$ cat src/rtl/mem_stage_pkg.sv
// Shared definitions for the memory stage: width defaults and the
// data-memory interface FSM state encoding.
package mem_stage_pkg;

  localparam int DATA_WIDTH_DEF = 16;
  localparam int ADDR_WIDTH_DEF = 8;
  localparam int IMM8_WIDTH_DEF = 8;
  localparam int REG_WIDTH_DEF  = 4;

  typedef enum logic [1:0] {
    ST_IDLE = 2'd0,
    ST_REQ  = 2'd1,
    ST_DONE = 2'd2
  } mem_state_e;

endpackage

$ cat src/rtl/mem_stage_if.sv
// Data-memory request/acknowledge bus between the memory stage (master)
// and the data memory (slave).
interface mem_stage_if
  import mem_stage_pkg::*;
#(
  parameter int ADDR_WIDTH = ADDR_WIDTH_DEF,
  parameter int DATA_WIDTH = DATA_WIDTH_DEF
);

  // Handshake: req rises to start an access and, together with we, addr and
  // wdata, stays stable until ack is seen high at a rising clock edge. rdata is
  // valid in the ack cycle only. ack outside a pending request is ignored.
  logic                  dmem_req_o;
  logic                  dmem_we_o;
  logic [ADDR_WIDTH-1:0] dmem_addr_o;
  logic [DATA_WIDTH-1:0] dmem_wdata_o;
  logic                  dmem_ack_i;
  logic [DATA_WIDTH-1:0] dmem_rdata_i;

  modport master (
    output dmem_req_o, dmem_we_o, dmem_addr_o, dmem_wdata_o,
    input  dmem_ack_i, dmem_rdata_i
  );

  modport slave (
    input  dmem_req_o, dmem_we_o, dmem_addr_o, dmem_wdata_o,
    output dmem_ack_i, dmem_rdata_i
  );

endinterface

$ cat src/rtl/mem_stage_dmem_if_fsm.sv
// Data-memory access sequencer: issues the registered request, waits for
// ack, buffers read data and raises the stall while the access is pending.
module dmem_if_fsm
  import mem_stage_pkg::*;
#(
  parameter int DATA_WIDTH = DATA_WIDTH_DEF
) (
  input  logic                  clk,
  input  logic                  rst,
  input  logic                  mem_op_i,
  input  logic                  ack_i,
  input  logic [DATA_WIDTH-1:0] rdata_i,
  output logic                  req_o,
  output logic                  stall_o,
  output logic [DATA_WIDTH-1:0] rdata_buf_o,
  output mem_state_e            state_o
);

  mem_state_e            state_q, state_d;
  logic                  req_q, req_d;
  logic [DATA_WIDTH-1:0] rdata_buf_q, rdata_buf_d;

  always_ff @(posedge clk or negedge rst) begin
    if (!rst) begin
      state_q     <= ST_IDLE;
      req_q       <= 1'b0;
      rdata_buf_q <= '0;
    end else begin
      state_q     <= state_d;
      req_q       <= req_d;
      rdata_buf_q <= rdata_buf_d;
    end
  end

  always_comb begin
    state_d     = state_q;
    req_d       = req_q;
    rdata_buf_d = rdata_buf_q;
    case (state_q)
      ST_IDLE: begin
        if (mem_op_i) begin
          state_d = ST_REQ;
          req_d   = 1'b1;
        end
      end
      ST_REQ: begin
        if (ack_i) begin
          state_d     = ST_DONE;
          req_d       = 1'b0;
          rdata_buf_d = rdata_i;
        end
      end
      ST_DONE: state_d = ST_IDLE;
      default: begin
        state_d = ST_IDLE;
        req_d   = 1'b0;
      end
    endcase
  end

  // Stall is combinational so the hazard unit freezes EX/MEM in the very
  // cycle the memory op arrives.
  always_comb begin
    req_o       = req_q;
    stall_o     = mem_op_i & (state_q != ST_DONE);
    rdata_buf_o = rdata_buf_q;
    state_o     = state_q;
  end

endmodule

$ cat src/rtl/mem_stage.sv
// Memory stage: data-memory access, branch resolution, M-stage forwarding
// value and the MEM/WB pipeline register.
module mem_stage
  import mem_stage_pkg::*;
#(
  parameter int DATA_WIDTH = DATA_WIDTH_DEF,
  parameter int ADDR_WIDTH = ADDR_WIDTH_DEF,
  parameter int IMM8_WIDTH = IMM8_WIDTH_DEF,
  parameter int REG_WIDTH  = REG_WIDTH_DEF
) (
  input  logic                  clk,
  input  logic                  rst,
  input  logic [ADDR_WIDTH-1:0] PCM_i,
  input  logic [IMM8_WIDTH-1:0] imm8M_i,
  input  logic [REG_WIDTH-1:0]  WriteRegM_i,
  input  logic [DATA_WIDTH-1:0] alu_outM_i,
  input  logic [DATA_WIDTH-1:0] WriteDataM_i,
  input  logic                  RegWriteM_i,
  input  logic                  BranchM_i,
  input  logic                  MemReadM_i,
  input  logic                  MemWriteM_i,
  input  logic                  MemToRegM_i,
  input  logic                  MovM_i,
  input  logic                  flush_MEM_WB_i,
  input  logic                  stall_MEM_WB_i,
  mem_stage_if.master           dmem,
  output logic                  stall_mem_o,
  output logic                  branch_taken_o,
  output logic [ADDR_WIDTH-1:0] branch_target_o,
  output logic [DATA_WIDTH-1:0] WBResultM_o,
  output logic [DATA_WIDTH-1:0] ResultW_o,
  output logic [REG_WIDTH-1:0]  WriteRegW_o,
  output logic                  RegWriteW_o,
  output mem_state_e            state_dbg_o
);

  logic                  mem_op;
  logic                  req;
  logic [DATA_WIDTH-1:0] rdata_buf;
  logic [DATA_WIDTH-1:0] final_result;
  logic [ADDR_WIDTH-1:0] imm_sx;

  logic [DATA_WIDTH-1:0] result_q, result_d;
  logic [REG_WIDTH-1:0]  wreg_q, wreg_d;
  logic                  regwrite_q, regwrite_d;

  assign mem_op = MemReadM_i | MemWriteM_i;

  dmem_if_fsm #(
    .DATA_WIDTH(DATA_WIDTH)
  ) u_dmem_if_fsm (
    .clk         (clk),
    .rst         (rst),
    .mem_op_i    (mem_op),
    .ack_i       (dmem.dmem_ack_i),
    .rdata_i     (dmem.dmem_rdata_i),
    .req_o       (req),
    .stall_o     (stall_mem_o),
    .rdata_buf_o (rdata_buf),
    .state_o     (state_dbg_o)
  );

  // Address and write data come straight from EX/MEM, which the hazard unit
  // holds for the whole access.
  assign dmem.dmem_req_o   = req;
  assign dmem.dmem_we_o    = MemWriteM_i;
  assign dmem.dmem_addr_o  = alu_outM_i[ADDR_WIDTH-1:0];
  assign dmem.dmem_wdata_o = WriteDataM_i;

  assign WBResultM_o = MovM_i ? {{(DATA_WIDTH-IMM8_WIDTH){1'b0}}, imm8M_i} : alu_outM_i;

  // In DONE the ack cycle has passed, so read data comes from the buffer.
  assign final_result = MemToRegM_i
                      ? ((state_dbg_o == ST_DONE) ? rdata_buf : dmem.dmem_rdata_i)
                      : WBResultM_o;

  assign imm_sx          = ADDR_WIDTH'($signed(imm8M_i));
  assign branch_taken_o  = BranchM_i & (alu_outM_i == '0);
  assign branch_target_o = PCM_i + imm_sx;

  always_comb begin
    result_d   = result_q;
    wreg_d     = wreg_q;
    regwrite_d = regwrite_q;
    if (flush_MEM_WB_i) begin
      result_d   = '0;
      wreg_d     = '0;
      regwrite_d = 1'b0;
    end else if (stall_MEM_WB_i) begin
      result_d   = result_q;
      wreg_d     = wreg_q;
      regwrite_d = regwrite_q;
    end else if (stall_mem_o) begin
      result_d   = '0;
      wreg_d     = '0;
      regwrite_d = 1'b0;
    end else begin
      result_d   = final_result;
      wreg_d     = WriteRegM_i;
      regwrite_d = RegWriteM_i;
    end
  end

  always_ff @(posedge clk or negedge rst) begin
    if (!rst) begin
      result_q   <= '0;
      wreg_q     <= '0;
      regwrite_q <= 1'b0;
    end else begin
      result_q   <= result_d;
      wreg_q     <= wreg_d;
      regwrite_q <= regwrite_d;
    end
  end

  assign ResultW_o   = result_q;
  assign WriteRegW_o = wreg_q;
  assign RegWriteW_o = regwrite_q;

endmodule

$ cat src/flat_wrapper.sv
// flat-port wrapper written by rule: the top's interface ports become plain ports
module mem_stage_flat import mem_stage_pkg::*;
#(
  parameter int DATA_WIDTH = DATA_WIDTH_DEF,
  parameter int ADDR_WIDTH = ADDR_WIDTH_DEF,
  parameter int IMM8_WIDTH = IMM8_WIDTH_DEF,
  parameter int REG_WIDTH  = REG_WIDTH_DEF
)
  (clk, rst, PCM_i, imm8M_i, WriteRegM_i, alu_outM_i, WriteDataM_i, RegWriteM_i, BranchM_i, MemReadM_i, MemWriteM_i, MemToRegM_i, MovM_i, flush_MEM_WB_i, stall_MEM_WB_i, stall_mem_o, branch_taken_o, branch_target_o, WBResultM_o, ResultW_o, WriteRegW_o, RegWriteW_o, state_dbg_o, dmem_dmem_req_o, dmem_dmem_we_o, dmem_dmem_addr_o, dmem_dmem_wdata_o, dmem_dmem_ack_i, dmem_dmem_rdata_i);
  mem_stage_if #(.ADDR_WIDTH(ADDR_WIDTH), .DATA_WIDTH(DATA_WIDTH)) dmem_i ();
  input  logic clk;
  input  logic rst;
  input  logic [ADDR_WIDTH-1:0] PCM_i;
  input  logic [IMM8_WIDTH-1:0] imm8M_i;
  input  logic [REG_WIDTH-1:0] WriteRegM_i;
  input  logic [DATA_WIDTH-1:0] alu_outM_i;
  input  logic [DATA_WIDTH-1:0] WriteDataM_i;
  input  logic RegWriteM_i;
  input  logic BranchM_i;
  input  logic MemReadM_i;
  input  logic MemWriteM_i;
  input  logic MemToRegM_i;
  input  logic MovM_i;
  input  logic flush_MEM_WB_i;
  input  logic stall_MEM_WB_i;
  output logic stall_mem_o;
  output logic branch_taken_o;
  output logic [ADDR_WIDTH-1:0] branch_target_o;
  output logic [DATA_WIDTH-1:0] WBResultM_o;
  output logic [DATA_WIDTH-1:0] ResultW_o;
  output logic [REG_WIDTH-1:0] WriteRegW_o;
  output logic RegWriteW_o;
  output mem_state_e state_dbg_o;
  output wire logic [$bits(dmem_i.dmem_req_o)-1:0] dmem_dmem_req_o;
  output wire logic [$bits(dmem_i.dmem_we_o)-1:0] dmem_dmem_we_o;
  output wire logic [$bits(dmem_i.dmem_addr_o)-1:0] dmem_dmem_addr_o;
  output wire logic [$bits(dmem_i.dmem_wdata_o)-1:0] dmem_dmem_wdata_o;
  input wire logic [$bits(dmem_i.dmem_ack_i)-1:0] dmem_dmem_ack_i;
  input wire logic [$bits(dmem_i.dmem_rdata_i)-1:0] dmem_dmem_rdata_i;
  assign dmem_dmem_req_o = dmem_i.dmem_req_o;
  assign dmem_dmem_we_o = dmem_i.dmem_we_o;
  assign dmem_dmem_addr_o = dmem_i.dmem_addr_o;
  assign dmem_dmem_wdata_o = dmem_i.dmem_wdata_o;
  assign dmem_i.dmem_ack_i = dmem_dmem_ack_i;
  assign dmem_i.dmem_rdata_i = dmem_dmem_rdata_i;
  mem_stage #(.DATA_WIDTH(DATA_WIDTH), .ADDR_WIDTH(ADDR_WIDTH), .IMM8_WIDTH(IMM8_WIDTH), .REG_WIDTH(REG_WIDTH)) u_core (.clk(clk), .rst(rst), .PCM_i(PCM_i), .imm8M_i(imm8M_i), .WriteRegM_i(WriteRegM_i), .alu_outM_i(alu_outM_i), .WriteDataM_i(WriteDataM_i), .RegWriteM_i(RegWriteM_i), .BranchM_i(BranchM_i), .MemReadM_i(MemReadM_i), .MemWriteM_i(MemWriteM_i), .MemToRegM_i(MemToRegM_i), .MovM_i(MovM_i), .flush_MEM_WB_i(flush_MEM_WB_i), .stall_MEM_WB_i(stall_MEM_WB_i), .dmem(dmem_i), .stall_mem_o(stall_mem_o), .branch_taken_o(branch_taken_o), .branch_target_o(branch_target_o), .WBResultM_o(WBResultM_o), .ResultW_o(ResultW_o), .WriteRegW_o(WriteRegW_o), .RegWriteW_o(RegWriteW_o), .state_dbg_o(state_dbg_o));
endmodule
$ cat config.mk
export PLATFORM = sky130hd
export DESIGN_NAME = mem_stage_flat
export DESIGN_NICKNAME = d
export VERILOG_FILES = /design/src/rtl/mem_stage_pkg.sv /design/src/rtl/mem_stage_if.sv /design/src/rtl/mem_stage_dmem_if_fsm.sv /design/src/rtl/mem_stage.sv /design/src/flat_wrapper.sv
export SDC_FILE = /design/constraint.sdc
export NUM_CORES = 1
export LEC_CHECK = 0
export CORE_AREA = 2 2 109 69
export DETAILED_ROUTE_END_ITERATION = 8
export DIE_AREA = 0 0 111 71
export PLACE_DENSITY = 0.81
export SLEW_MARGIN = 20
export SYNTH_ARGS = -nofsm -noshare
export SYNTH_HDL_FRONTEND = slang
export SYNTH_HIERARCHICAL = 1
export SYNTH_SLANG_ARGS = --single-unit
$ cat constraint.sdc
create_clock -name clk -period 3 [get_ports clk]
set_input_delay 0.6 -clock clk [delete_from_list [all_inputs] [get_ports clk]]
set_output_delay 0.6 -clock clk [all_outputs]
set_load 0.01 [all_outputs]
==> metrics.md <==
| Metric | Value |
|---|---|
| Largest net degree at the start of global routing | 41 |
| Vias per cell | 4.96 |
| Synthesized flop and latch total | 40 |
| Power consumption | 1.93 mW |
| Clock slew at reported path FFs | 0.06 ns |
| WP data required | 2.40 ns |
| Skew final | 0.00236 ns |
| Synth async-reset ratio | 100% |
| Fin nets | 436 |
| Global Route Usage Sum | 19.3% |
| Detail Route Antenna Nets | 0 |
| Sequential element share of the synthesized area | 39.4% |
| CP Capture Type | primary output |
| IO Pins | 154 |
| CTS Sinks | 40 |
| Worst-path maximum fanout | 4 |
| Syn_nets | 324 |
| Hpwl dp | 5720 um |
| Vias in the first global route | 2300 |
| Leakage power | 1.76 nW |
| Status | finished clean |
| VDD IR max | 0.000329 V |
| Crit-path slowest cell | clkdlybuf4s50_1 |
| CTS root buffer | clkbuf_16 |
| RSZ-0062 raised after global routing | false |
| Layout cells sized above 1 | 22.0% |
| Clock H-tree levels | 2 |
| PD cells | 480 nW/um2 |
| Commonest non-fill, non-tap cells in the layout | clkdlybuf4s50_1, dfrtp_1, buf_4, a22o_1, a21oi_1 |
| Final period util | 98.0% |
| CP Class | input pin to primary output |
| Fin crit period | 2.94 ns |
| Max-cap violations | 0 |
| Max Clk Rate | 340 MHz |
| CTS Buf Count | 5 |
| Post-Synthesis Cell Area | 2540 um2 |
| Main synth FF type | dfrtp_1 |
| Gpl congestion | 0.896 |
| Initial antenna violation count | 0 |
| # DRC | 0 |
| Final setup fails | 0 |
| Starting Density | 36.6% |
| Die ar. | 7880 um2 |
| CP Cell Sequence | clkdlybuf4s50_1, ha_4, o21a_1, o31a_1, or4_1, nand3_1, buf_2 |
| Row count | 24 |
| Die W | 111 um |
| IO buf count | 121 |
| Die Height | 71 um |
| Worst-Skew Late Latency | 0.28 ns |
| Hold-fix buffers, CTS | 0 |
| Initial DRT Pass Iterations | 6 |
| Final count of hold timing violations | 0 |
| Mapped Cells | 237 |
| Congestion Overflow GR | 0 |
| Worst path max stage delay | 0.52 ns |
| Worst slew margin | 40.3% |
| Wire length per cell | 17.2 um |
| Post-synth EDFFs | 0 |
| First-pass GRT wire length | 12100 um |
| Commonest non-fill, non-tap cell in the layout | clkdlybuf4s50_1 |
| Slew Limit Fails | 0 |
| CTS tree | done |
| Synth warn | 6 |
| CORE AREA | 6940 um2 |
| CP Data Arrival Time | 2.34 ns |
| DR vias | 2188 |
| DR iter-0 viols | 57 |
| Synthesis-to-finish area growth | 58.5% |
| Worst-Margin Slew | 0.896 ns |
| Distinct cells, synth | 36 |
| Final setup TNS | 0 ns |
| Mean post-synth cell area | 10.7 um2 |
| Max Root-Sink Buffers | 2 |
| Critical Path Source Type | input pin |
| Min-Delay Path Class | input pin to asynchronous set/reset pin |
| Total length of routed wires | 7570 um |
| Diodes inserted | 0 |
-- logic make-up after synthesis --
logic type	Yosys count	share of synthesized area, %
xor+xnor	5	1.73
buf+inv	46	11.6
mux	41	19.0
fa+ha+maj	8	4.24
flops	40	39.4
compound gates	54	14.6
simple gates	43	9.41
-- power by group --
part / total, mW / leakage (nW) / switching [mW] / internal (mW)
combinational: 0.627 / 1.17 / 0.250 / 0.377
clock: 0.601 / 0.0798 / 0.211 / 0.391
sequential: 0.703 / 0.512 / 0.0610 / 0.642
-- Yosys cell counts, types with 2 or more instances --
master / number / area share (%)
dfrtp_1: 40 / 39
buf_4: 26 / 7.7
a21oi_1: 21 / 4.1
a22o_1: 21 / 7.2
nor2_1: 19 / 2.8
mux2i_1: 17 / 6.7
mux2_2: 13 / 5.8
mux2_4: 11 / 6.5
nor2b_1: 10 / 2.5
inv_1: 8 / 1.2
ha_1: 7 / 3.4
clkbuf_1: 6 / 0.89
o21ai_0: 4 / 0.79
buf_6: 3 / 1.3
nor4_1: 3 / 0.74
xnor2_1: 3 / 1.0
buf_2: 2 / 0.39
nand3_1: 2 / 0.39
nor3_1: 2 / 0.39
o211ai_1: 2 / 0.59
xor2_1: 2 / 0.69
-- stage by stage --
step	setup WS [ns]	cell area, um2	util (%)	hold slack [ns]	instances
CTS	-0.186	4000	57.7	0.484	440
finish	0.0599	4020	58.0	0.451	441
floorplan	0.479	2540	-	0.304	237
global route	0.0225	4020	58.0	0.512	441
global placement	-0.480	3760	54.2	0.485	432
detailed placement	-0.561	3760	54.2	0.485	432
-- final timing paths --
path | startpoint | end | slack [ns] | depth (start not counted)
min in group clk | u_core/ResultW_o[9] | u_core/ResultW_o[9] | 0.50 | 1
min reg2reg | u_core/ResultW_o[9] | u_core/ResultW_o[9] | 0.50 | 1
max in group asynchronous | rst | u_core/u_dmem_if_fsm/rdata_buf_o[4] | 1.99 | 1
max | imm8M_i[4] | branch_target_o[6] | 0.06 | 7
min | rst | u_core/ResultW_o[1] | 0.45 | 1
max reg2reg | u_core/u_dmem_if_fsm/state_o[0] | u_core/ResultW_o[3] | 1.15 | 5
-- state kept, by name, indices dropped and copies added, names as in the netlist --
name,cells
u_core/ResultW_o,16
u_core/u_dmem_if_fsm/rdata_buf_o,16
u_core/WriteRegW_o,4
u_core/u_dmem_if_fsm/state_o,2
u_core/RegWriteW_o,1
u_core/u_dmem_if_fsm/req_o,1
-- per-layer routing --
metal,wire length [um],track usage (%),vias to the layer above
li1,-,-,1046
met3,375,4.71,2
met5,0,0,-
met4,8,2.50,0
met2,3680,32.8,69
met1,3510,26.2,1071
-- final cells by class --
| cell class | count | area (um2) |
|---|---|---|
| well taps | 91 | 114 |
| clock buffers | 5 | 125 |
| flip-flops and latches | 40 | 1000 |
| inverters | 9 | 33.8 |
| multi-input cells | 151 | 1340 |
| clock inverters | 3 | 42.5 |
| fillers | 596 | 2910 |
| repair buffers | 142 | 1370 |
-- what timing repair did --
action	in CTS	in global routing
setup buffers	0	1
setup endpoints to repair	7	4
endpoints found under the hold margin	0	0
pin swaps	4	5
gates resized for setup	24	13
-- critical path, delay by kind of cell --
family	cells	cell delay (ns)
buffers and inverters	2	0.65
AOI/OAI and AO/OA	2	0.26
and+or+nand+nor	2	0.61
adders and majority gates	1	0.23
Note: power is estimated with default switching activity, not from simulation.
